`src/rtl/stream_demux_pkg.sv`:
```
// Shared types and defaults for the buffered 1:2 stream demultiplexer.
package stream_demux_pkg;

    typedef enum logic {
        CH_A = 1'b0,
        CH_B = 1'b1
    } chan_e;

    localparam int unsigned DEF_WIDTH = 8;
    localparam int unsigned DEF_DEPTH = 4;

endpackage

```
`src/rtl/stream_demux2_sync_fifo.sv`:
```
// Synchronous FIFO with explicit occupancy count; head word is always on rdata_o.
module sync_fifo #(
    parameter int unsigned WIDTH = 8,
    parameter int unsigned DEPTH = 4
) (
    input  logic                       clk_i,
    input  logic                       rst_ni,
    input  logic                       push_i,
    input  logic [WIDTH-1:0]           wdata_i,
    input  logic                       pop_i,
    output logic [WIDTH-1:0]           rdata_o,
    output logic                       full_o,
    output logic                       empty_o,
    output logic [$clog2(DEPTH+1)-1:0] count_o
);

    localparam int unsigned PW = $clog2(DEPTH);
    localparam int unsigned CW = $clog2(DEPTH + 1);
    localparam logic [CW-1:0] FULL_CNT = CW'(DEPTH);

    logic [WIDTH-1:0] mem [DEPTH];
    logic [PW-1:0]    wptr;
    logic [PW-1:0]    rptr;
    logic [CW-1:0]    count;
    logic             do_push;
    logic             do_pop;

    // A full FIFO refuses the push even when it pops in the same cycle.
    assign do_push = push_i & ~full_o;
    assign do_pop  = pop_i & ~empty_o;

    always_ff @(posedge clk_i or negedge rst_ni) begin
        if (!rst_ni) begin
            for (int unsigned i = 0; i < DEPTH; i++) begin
                mem[i] <= '0;
            end
            wptr  <= '0;
            rptr  <= '0;
            count <= '0;
        end else begin
            if (do_push) begin
                mem[wptr] <= wdata_i;
                wptr      <= wptr + 1'b1;
            end
            if (do_pop) begin
                rptr <= rptr + 1'b1;
            end
            case ({do_push, do_pop})
                2'b10:   count <= count + 1'b1;
                2'b01:   count <= count - 1'b1;
                default: count <= count;
            endcase
        end
    end

    assign rdata_o = mem[rptr];
    assign full_o  = (count == FULL_CNT);
    assign empty_o = (count == '0);
    assign count_o = count;

endmodule

```
`src/rtl/stream_demux2.sv`:
```
// Buffered 1:2 stream demultiplexer: each accepted word is steered by sel_i
// into the channel A or channel B FIFO; the channels drain independently.
module stream_demux2
    import stream_demux_pkg::*;
#(
    parameter int unsigned WIDTH = DEF_WIDTH,
    parameter int unsigned DEPTH = DEF_DEPTH
) (
    input  logic                       clk_i,
    input  logic                       rst_ni,
    input  logic                       in_valid_i,
    output logic                       in_ready_o,
    input  logic [WIDTH-1:0]           data_i,
    input  logic                       sel_i,
    output logic                       a_valid_o,
    input  logic                       a_ready_i,
    output logic [WIDTH-1:0]           a_o,
    output logic [$clog2(DEPTH+1)-1:0] a_count_o,
    output logic                       b_valid_o,
    input  logic                       b_ready_i,
    output logic [WIDTH-1:0]           b_o,
    output logic [$clog2(DEPTH+1)-1:0] b_count_o
);

    chan_e sel_ch;
    logic  a_full;
    logic  b_full;
    logic  a_empty;
    logic  b_empty;
    logic  accept;
    logic  push_a;
    logic  push_b;
    logic  pop_a;
    logic  pop_b;

    assign sel_ch = chan_e'(sel_i);

    // Ready looks only at the selected channel, so a full A never stalls B traffic.
    assign in_ready_o = (sel_ch == CH_B) ? ~b_full : ~a_full;
    assign accept     = in_valid_i & in_ready_o;
    assign push_a     = accept & (sel_ch == CH_A);
    assign push_b     = accept & (sel_ch == CH_B);

    assign a_valid_o = ~a_empty;
    assign b_valid_o = ~b_empty;
    assign pop_a     = a_valid_o & a_ready_i;
    assign pop_b     = b_valid_o & b_ready_i;

    sync_fifo #(
        .WIDTH (WIDTH),
        .DEPTH (DEPTH)
    ) u_fifo_a (
        .clk_i   (clk_i),
        .rst_ni  (rst_ni),
        .push_i  (push_a),
        .wdata_i (data_i),
        .pop_i   (pop_a),
        .rdata_o (a_o),
        .full_o  (a_full),
        .empty_o (a_empty),
        .count_o (a_count_o)
    );

    sync_fifo #(
        .WIDTH (WIDTH),
        .DEPTH (DEPTH)
    ) u_fifo_b (
        .clk_i   (clk_i),
        .rst_ni  (rst_ni),
        .push_i  (push_b),
        .wdata_i (data_i),
        .pop_i   (pop_b),
        .rdata_o (b_o),
        .full_o  (b_full),
        .empty_o (b_empty),
        .count_o (b_count_o)
    );

endmodule

```
`config.mk`:
```
export PLATFORM = sky130hd
export DESIGN_NAME = stream_demux2
export DESIGN_NICKNAME = d
export VERILOG_FILES = /design/src/rtl/stream_demux_pkg.sv /design/src/rtl/stream_demux2_sync_fifo.sv /design/src/rtl/stream_demux2.sv
export SDC_FILE = /design/constraint.sdc
export NUM_CORES = 1
export LEC_CHECK = 0
export ABC_AREA = 1
export CAP_MARGIN = 5
export CORE_ASPECT_RATIO = 0.6
export CORE_MARGIN = 1
export CORE_UTILIZATION = 59
export CTS_BUF_LIST = sky130_fd_sc_hd__clkbuf_8
export CTS_CLUSTER_DIAMETER = 30
export DETAILED_ROUTE_END_ITERATION = 6
export DONT_BUFFER_PORTS = 1
export PLACE_DENSITY = 0.79
export SLEW_MARGIN = 20
export SYNTH_ARGS = -nofsm -noshare
export SYNTH_HDL_FRONTEND = slang
export SYNTH_SLANG_ARGS = --single-unit
```
`constraint.sdc`:
```
create_clock -name clk_i -period 1.85 [get_ports clk_i]
set_input_delay 0.37 -clock clk_i [delete_from_list [all_inputs] [get_ports clk_i]]
set_output_delay 0.37 -clock clk_i [all_outputs]
set_load 0.005 [all_outputs]
```
==> key figures, run 1 <==
Outcome
  • Status: finished with violations
  • Failing checks: negative hold slack, negative setup slack

Power
  • Seq pwr share: between 30% and 40%
  • Peak VDD IR: 1236 uV
  • Combinational share of power: between 40% and 50%
  • Clock power frac: between 10% and 20%
  • NetSw: approximately 3.3 mW
  • Switching share of power: a little over two fifths
  • Lkg Pwr: 2.206 nW
  • Pwr dens: about 1800 nW/um^2
  • Internal: around 4.6 mW

Critical path
  • Crit Path Class: reg2reg
  • CP Capture Type: flop
  • Worst endpoint required time: 2100 ps
  • Slowest Stage Delay on Critical Path: about 420 ps
  • Worst setup SP type: flop
  • Arr. time, crit path: 2110 ps
  • Crit-path cells: nor2_4, a21oi_2, nand2_1, ha_2, inv_2, fa_2, a21oi_1, nand2_2, xor2_1
  • Worst Path Max Fanout: 3
  • Worst setup startpoint: u_fifo_a.count_o[1]
  • CP max stage cell: dfrtp_1
  • Worst r2r src: u_fifo_a.count_o[1]

Logic synthesis
  • Synth warn: 0
  • Sequential share of the synthesized area: around half
  • Cell area after synthesis: 3921 um^2
  • FF+latch count, synth: a little under 80
  • Cells after Synth: between 400 and 500
  • Top-area cell type share of the netlist area: between 40 and 50%
  • Post-synth top area cell: dfrtp_1
  • Mean Syn Cell Area: slightly above 8 um^2
  • Post-synth net total: between 500 and 600
  • Synth top area cells: dfrtp_1 (50%), nand2_1 (15%), nand4_1 (11%)
  • Yosys cell types: 21

Floorplanning
  • Die ar.: around 7000 um^2
  • Ports placed on the boundary: 39
  • Core box area: between 6000 and 7000 um^2
  • Rows: 22
  • Die X-Extent: ~110 um
  • Die span in y: ~65 um
  • Starting Density: approximately 63%

Route
  • DRT Wirelength: between 10 and 15 mm
  • 1st-iter DRT viols: between 300 and 400
  • Drt via density: 6.111
  • DR WL/cell: roughly 18 um
  • Via Count: around 3500
  • Drt drc: 0
  • Routed Antenna Nets: 0
  • Initial DRT Pass Iterations: 5

GRT
  • Vias in the first global route: about 3500
  • Pin count of the biggest net entering global routing: 79
  • GRT Total Usage: between 30% and 40%
  • First-pass GRT wire length: around 18 mm
  • Initial antenna violation count: 0
  • GRT overflow: 0

Clock tree
  • CTS clk-pin slew, worst paths: about 90 ps
  • Num Clock Sinks: 78
  • CTS Root Buffer Type: clkbuf_8
  • CTS Buffer Depth: 2
  • TritonCTS buffer count: 9
  • Clk_lat worst skew: between 300 and 400 ps
  • H-tree levels: 3
  • CTS tree: built

Finish
  • Filler cells: 488
  • Fin util: around 70%
  • Area grow syn2layout: 12.16%
  • # nets final: between 500 and 600
  • Post-Layout Cell Count: between 500 and 600
  • Share of cells above drive strength 1: ~15%
  • Final Cell Area: about 4400 um^2

STA
  • Hold Vio Cnt, Final: 78
  • Final Critical Period: roughly 1900 ps
  • Hold Slack: -311.5 ps
  • Worst-margin pin slew: approximately 580 ps
  • Peak Freq: roughly 540 MHz
  • Skew final: 8.084 ps
  • Setup TNS: -3.956 ps
  • RSZ-0062 raised after global routing: yes
  • Final worst-path cycle share: 100.2%
  • Setup slack after layout: -3.956 ps
  • Slew HR: ~61%
  • Slew Limit Fails: 0
  • Final setup vio count: 1

Flow run
  • Max-Cap Viols: 0

Placement
  • I/O Buffers: 0
  • Placed insts: between 500 and 600
  • Pre-CTS WS: -61.37 ps
  • Post-DP HPWL: a little under 7 mm
  • Placer Congestion: 0.8365
  • Placed Area: 4108 um^2

Hold path
  • HP Class: in2async
==> path summary, 6_finish.rpt <==
| check | end | slack (ps) | cells after the start |
|---|---|---|---|
| setup / recovery | u_fifo_a.count_o[2] | -4 | 9 |
| hold / removal | u_fifo_b.mem[19] | -310 | 0 |
| setup reg to reg | u_fifo_a.count_o[2] | -4 | 9 |
| hold reg to reg | u_fifo_a.mem[13] | 480 | 2 |
| max in group asynchronous | u_fifo_a.rptr[1] | 2020 | 0 |
| min in group clk_i | u_fifo_b.mem[11] | 140 | 2 |
==> cells in the mapped netlist (all sizes together) <==
cell,instances
o21ai,38
inv,20
o22ai,16
fa,2
nand2,154
dfrtp,78
ha,10
nand3,2
buf,18
xor2,4
nor2,38
clkbuf,18
or2,1
xnor2,2
a21oi,3
nand4,72
==> state kept, by name (all words and copies together), names as in the netlist <==
name,count
u_fifo_a.mem,32
u_fifo_b.mem,32
u_fifo_a.count_o,3
u_fifo_b.count_o,3
u_fifo_a.rptr,2
u_fifo_a.wptr,2
u_fifo_b.rptr,2
u_fifo_b.wptr,2
==> what timing repair did <==
item | 4_1_cts | 5_1_grt
hold endpoints to repair | 78 | 78
setup endpoints to repair | 8 | 14
buffers inserted | 0 | 4
gates resized for setup | 5 | 15
pin swaps | 1 | 8
==> through the flow <==
| step | hold slack (ps) | total power [mW] |
|---|---|---|
| finish | -311.5 | 7.982 |
| global route | -323.7 | 8.535 |
| CTS | -324.9 | 7.814 |
| detailed placement | 75.32 | 6.339 |
| global placement | 75.96 | 6.187 |
| floorplan | 74.41 | 5.230 |
==> critical path: cells and delay by family (launching register included) <==
kind	cells	cell delay (ps)
xor+xnor	1	160
fa+ha+maj	2	530
flops	1	420
compound gates	2	260
simple gates	3	320
buf+inv	1	50
==> power groups by stage <==
stage	sequential [mW]	clock, mW	combinational (mW)
2_1_floorplan	2.93	0	2.30
3_3_place_gp	2.99	0	3.20
3_5_place_dp	3.01	0	3.32
4_1_cts	3.02	1.41	3.38
5_1_grt	3.14	1.47	3.93
6_report	3.06	1.40	3.53
==> cell usage in the layout, fill, tap and decap left out <==
cell type   count
or2_4           1
nand2_1       150
o22ai_2         1
ha_1            8
clkbuf_8        9
diode_2         1
dfrtp_1        76
xor2_1          4
buf_4          37
o22ai_1        15
nand2_2         4
a21oi_4         1
nor2_4          2
o21ai_0        38
inv_2           6
nand4_1        72
clkinvlp_4      1
fa_2            2
ha_2            2
clkinv_2        2
a21oi_2         1
a21oi_1         1
dfrtp_2         2
xnor2_1         2
clkinv_4        1
bufinv_16       2
nor2_1         36
nand3_1         2
inv_1          15
==> area by class of cell <==
cell class	count	area, um^2	area share [%]
diodes	1	2.502	0.05690
clock buffers	9	123.9	2.817
clock inverters	7	90.09	2.048
inverters	20	75.07	1.707
multi-input cells	342	1769	40.23
flip-flops and latches	78	1954	44.44
well taps	84	105.1	2.390
repair buffers	37	277.8	6.316
==> kinds of logic after synthesis <==
kind of cell,count (synthesis),share of synthesized area (%)
AOI/OAI and AO/OA,57,8.169
xor gates and xnor gates,6,1.340
adders and majority gates,12,4.212
buffers and inverters,56,6.222
DFF,78,49.78
and+or+nand+nor,267,30.28
==> layer usage <==
metal	vias to the layer above	part of all wire [%]	track usage [%]
li1	1635	-	-
met1	1691	42	47.16
met2	192	43	47.58
met3	14	14	14.68
met4	0	1.3	13.36
met5	-	0	0
Power figures use the tool's default switching activity.
==> run 2: changes to the inputs <==
- PLACE_DENSITY: 0.79 -> 0.78
==> key figures, run 2 (same netlist as run 1, synthesis figures left out) <==
Critical path
  • Worst setup startpoint: u_fifo_a.count_o[1]
  • Worst setup SP type: flop
  • Worst endpoint required time: 2140 ps (+40 ps)
  • Arr. time, crit path: 2100 ps (about the same)
  • Worst r2r src: u_fifo_a.count_o[1]
  • CP bufs+invs: 1 (unchanged)
  • Reg2reg end: u_fifo_a.count_o[2]
  • Largest delay share family, worst path: simple AND/OR/NAND/NOR gates
  • R2R Setup Slk: 40 ps (+40 ps)
  • CP max stage cell: dfrtp_1
  • Worst path depth: 9 (unchanged)
  • Crit-path cells: nor2_4, a21oi_2, nand2_1, ha_2, inv_2, fa_2, or2_4, nand2_2, xor2_1
  • Crit Path Class: reg2reg
  • CP Capture Type: flop
  • Critical path endpoint: u_fifo_a.count_o[2]
  • Slowest Stage Delay on Critical Path: 420 ps (about the same)
  • Worst Path Max Fanout: 3 (unchanged)
  • FF-to-FF path depth: 9 (unchanged)

GRT
  • Vias in the first global route: 3421 (-2.3%)
  • GRT overflow: 0 (unchanged)
  • Pin count of the biggest net entering global routing: 79 (unchanged)
  • GRT Total Usage: 33.27% (-0.90 points)
  • First-pass GRT wire length: 17.28 mm (-2.1%)
  • Initial antenna violation count: 0 (unchanged)

Finish
  • Share of cells above drive strength 1: 15.93% (+0.92 points)
  • Most frequent cells in the layout: nand2_1 (149), dfrtp_1 (77), nand4_1 (72)
  • Largest registers: u_fifo_a.mem (32), u_fifo_b.mem (32)
  • # nets final: 517 (+0.58%)
  • Area grow syn2layout: 13.05%
  • Fin util: 70.95% (+0.56 points)
  • Final Cell Area: 4433 um^2 (+0.80%)
  • Post-Layout Cell Count: 580 (+0.35%)
  • Ant diodes: 0 (-1)
  • Commonest non-fill, non-tap cell in the layout: nand2_1

Route
  • Initial DRT Pass Iterations: 5 (unchanged)
  • DRT Wirelength: 10.56 mm (-0.99%)
  • DR WL/cell: 18.21 um (-1.3%)
  • Via Count: 3530 (-0.057%)
  • Drt via density: 6.086 (-0.40%)
  • Routed Antenna Nets: 0 (unchanged)
  • Drt drc: 0 (unchanged)
  • 1st-iter DRT viols: 407 (+3.8%)

STA
  • RSZ-0062 raised after global routing: yes
  • Skew final: 7.869 ps (-0.2152 ps)
  • Hold Vio Cnt, Final: 78 (unchanged)
  • Final Critical Period: 1809 ps (-44.65 ps)
  • Peak Freq: 552.7 MHz (+2.5%)
  • Setup TNS: 0 ps (+3.956 ps)
  • Setup slack after layout: 40.70 ps (+44.65 ps)
  • Final worst-path cycle share: 97.80% (-2.4 points)
  • Slew Limit Fails: 0 (unchanged)
  • Slew HR: 65.70% (+4.4 points)
  • Final setup vio count: 0 (-1)
  • Hold Slack: -314.5 ps (-3.060 ps)
  • Worst-margin pin slew: 513.0 ps (-65.09 ps)

Placement
  • Pre-CTS WS: -47.34 ps (+14.03 ps)
  • Placed insts: 556 (-0.18%)
  • Placed Area: 4100 um^2 (-0.18%)
  • Post-DP HPWL: 6.818 mm (-0.27%)
  • Placer Congestion: 0.8462 (+1.2%)
  • I/O Buffers: 0 (unchanged)

Clock tree
  • H-tree levels: 3 (unchanged)
  • Num Clock Sinks: 78 (unchanged)
  • TritonCTS buffer count: 9 (unchanged)
  • CTS tree: built
  • Clk_lat worst skew: 370 ps (about the same)
  • CTS Buffer Depth: 2 (unchanged)
  • CTS clk-pin slew, worst paths: 80 ps (about the same)
  • CTS Root Buffer Type: clkbuf_8

Floorplanning
  • Core box area: 6248 um^2 (unchanged)
  • Ports placed on the boundary: 39 (unchanged)
  • Rows: 22 (unchanged)
  • Die X-Extent: 107.2 um (unchanged)
  • Starting Density: 62.76% (unchanged)
  • Die ar.: 6987 um^2 (unchanged)
  • Die span in y: 65.15 um (unchanged)

Power
  • Peak VDD IR: 1170 uV (-5.4%)
  • Pwr dens: 1822 nW/um^2 (+0.41%)
  • Lkg Pwr: 2.207 nW (about the same)
  • Design Power: 8.078 mW (+1.2%)

Outcome
  • Status: finished with violations
  • Failing checks: negative hold slack

Flow run
  • Max-Cap Viols: 0 (unchanged)

Hold path
  • HP Class: in2async
-- run 2: report_power, final --
| group | internal, mW | switching (mW) | leakage (nW) |
|---|---|---|---|
| clock network | 0.791 | 0.649 | 0.108 |
| logic | 1.41 | 2.15 | 1.13 |
| registers | 2.52 | 0.553 | 0.970 |
| total | 4.73 | 3.35 | 2.21 |
-- run 2: how the worst min path moves through the flow --
stage / start / to / slack, ps / cells past startpoint
after floorplan: rst_ni / u_fifo_a.count_o[0] / 70 / 0
after global placement: rst_ni / u_fifo_b.mem[2] / 80 / 0
after CTS: rst_ni / u_fifo_b.mem[27] / -320 / 0
final: rst_ni / u_fifo_b.mem[10] / -310 / 0
after detailed placement: rst_ni / u_fifo_b.mem[10] / 80 / 0
after global routing: rst_ni / u_fifo_b.mem[10] / -330 / 0
-- run 2: what timing repair did --
action / 4_1_cts / 5_1_grt
gates resized for setup: 5 / 19
pin swaps: 1 / 11
endpoints found under the setup margin: 14 / 16
setup buffers: 1 / 6
hold endpoints to repair: 78 / 78
gates cloned: 0 / 1
-- run 2: layout make-up --
class	instances	area (um^2)
clock buffers	10	137.6
multi-input cells	342	1767
well taps	84	105.1
clock inverters	6	85.08
flip-flops and latches	78	1953
repair inverters	1	7.507
fillers	502	1815
repair buffers	39	296.5
inverters	20	81.33
-- run 2: layer usage --
| metal | wire length [um] | part of all wire, % | global-route usage [%] |
|---|---|---|---|
| met2 | 4408 | 42 | 46.61 |
| met3 | 1411 | 13 | 14.88 |
| met4 | 144 | 1.4 | 10.45 |
| met5 | 0 | 0 | 0 |
| met1 | 4597 | 44 | 46.14 |
==> run 3: changes to the inputs <==
- CTS_CLUSTER_SIZE: default -> 8
==> results of run 3 <==
Same layout as run 2: the final DEF is identical, and so are final timing and power.
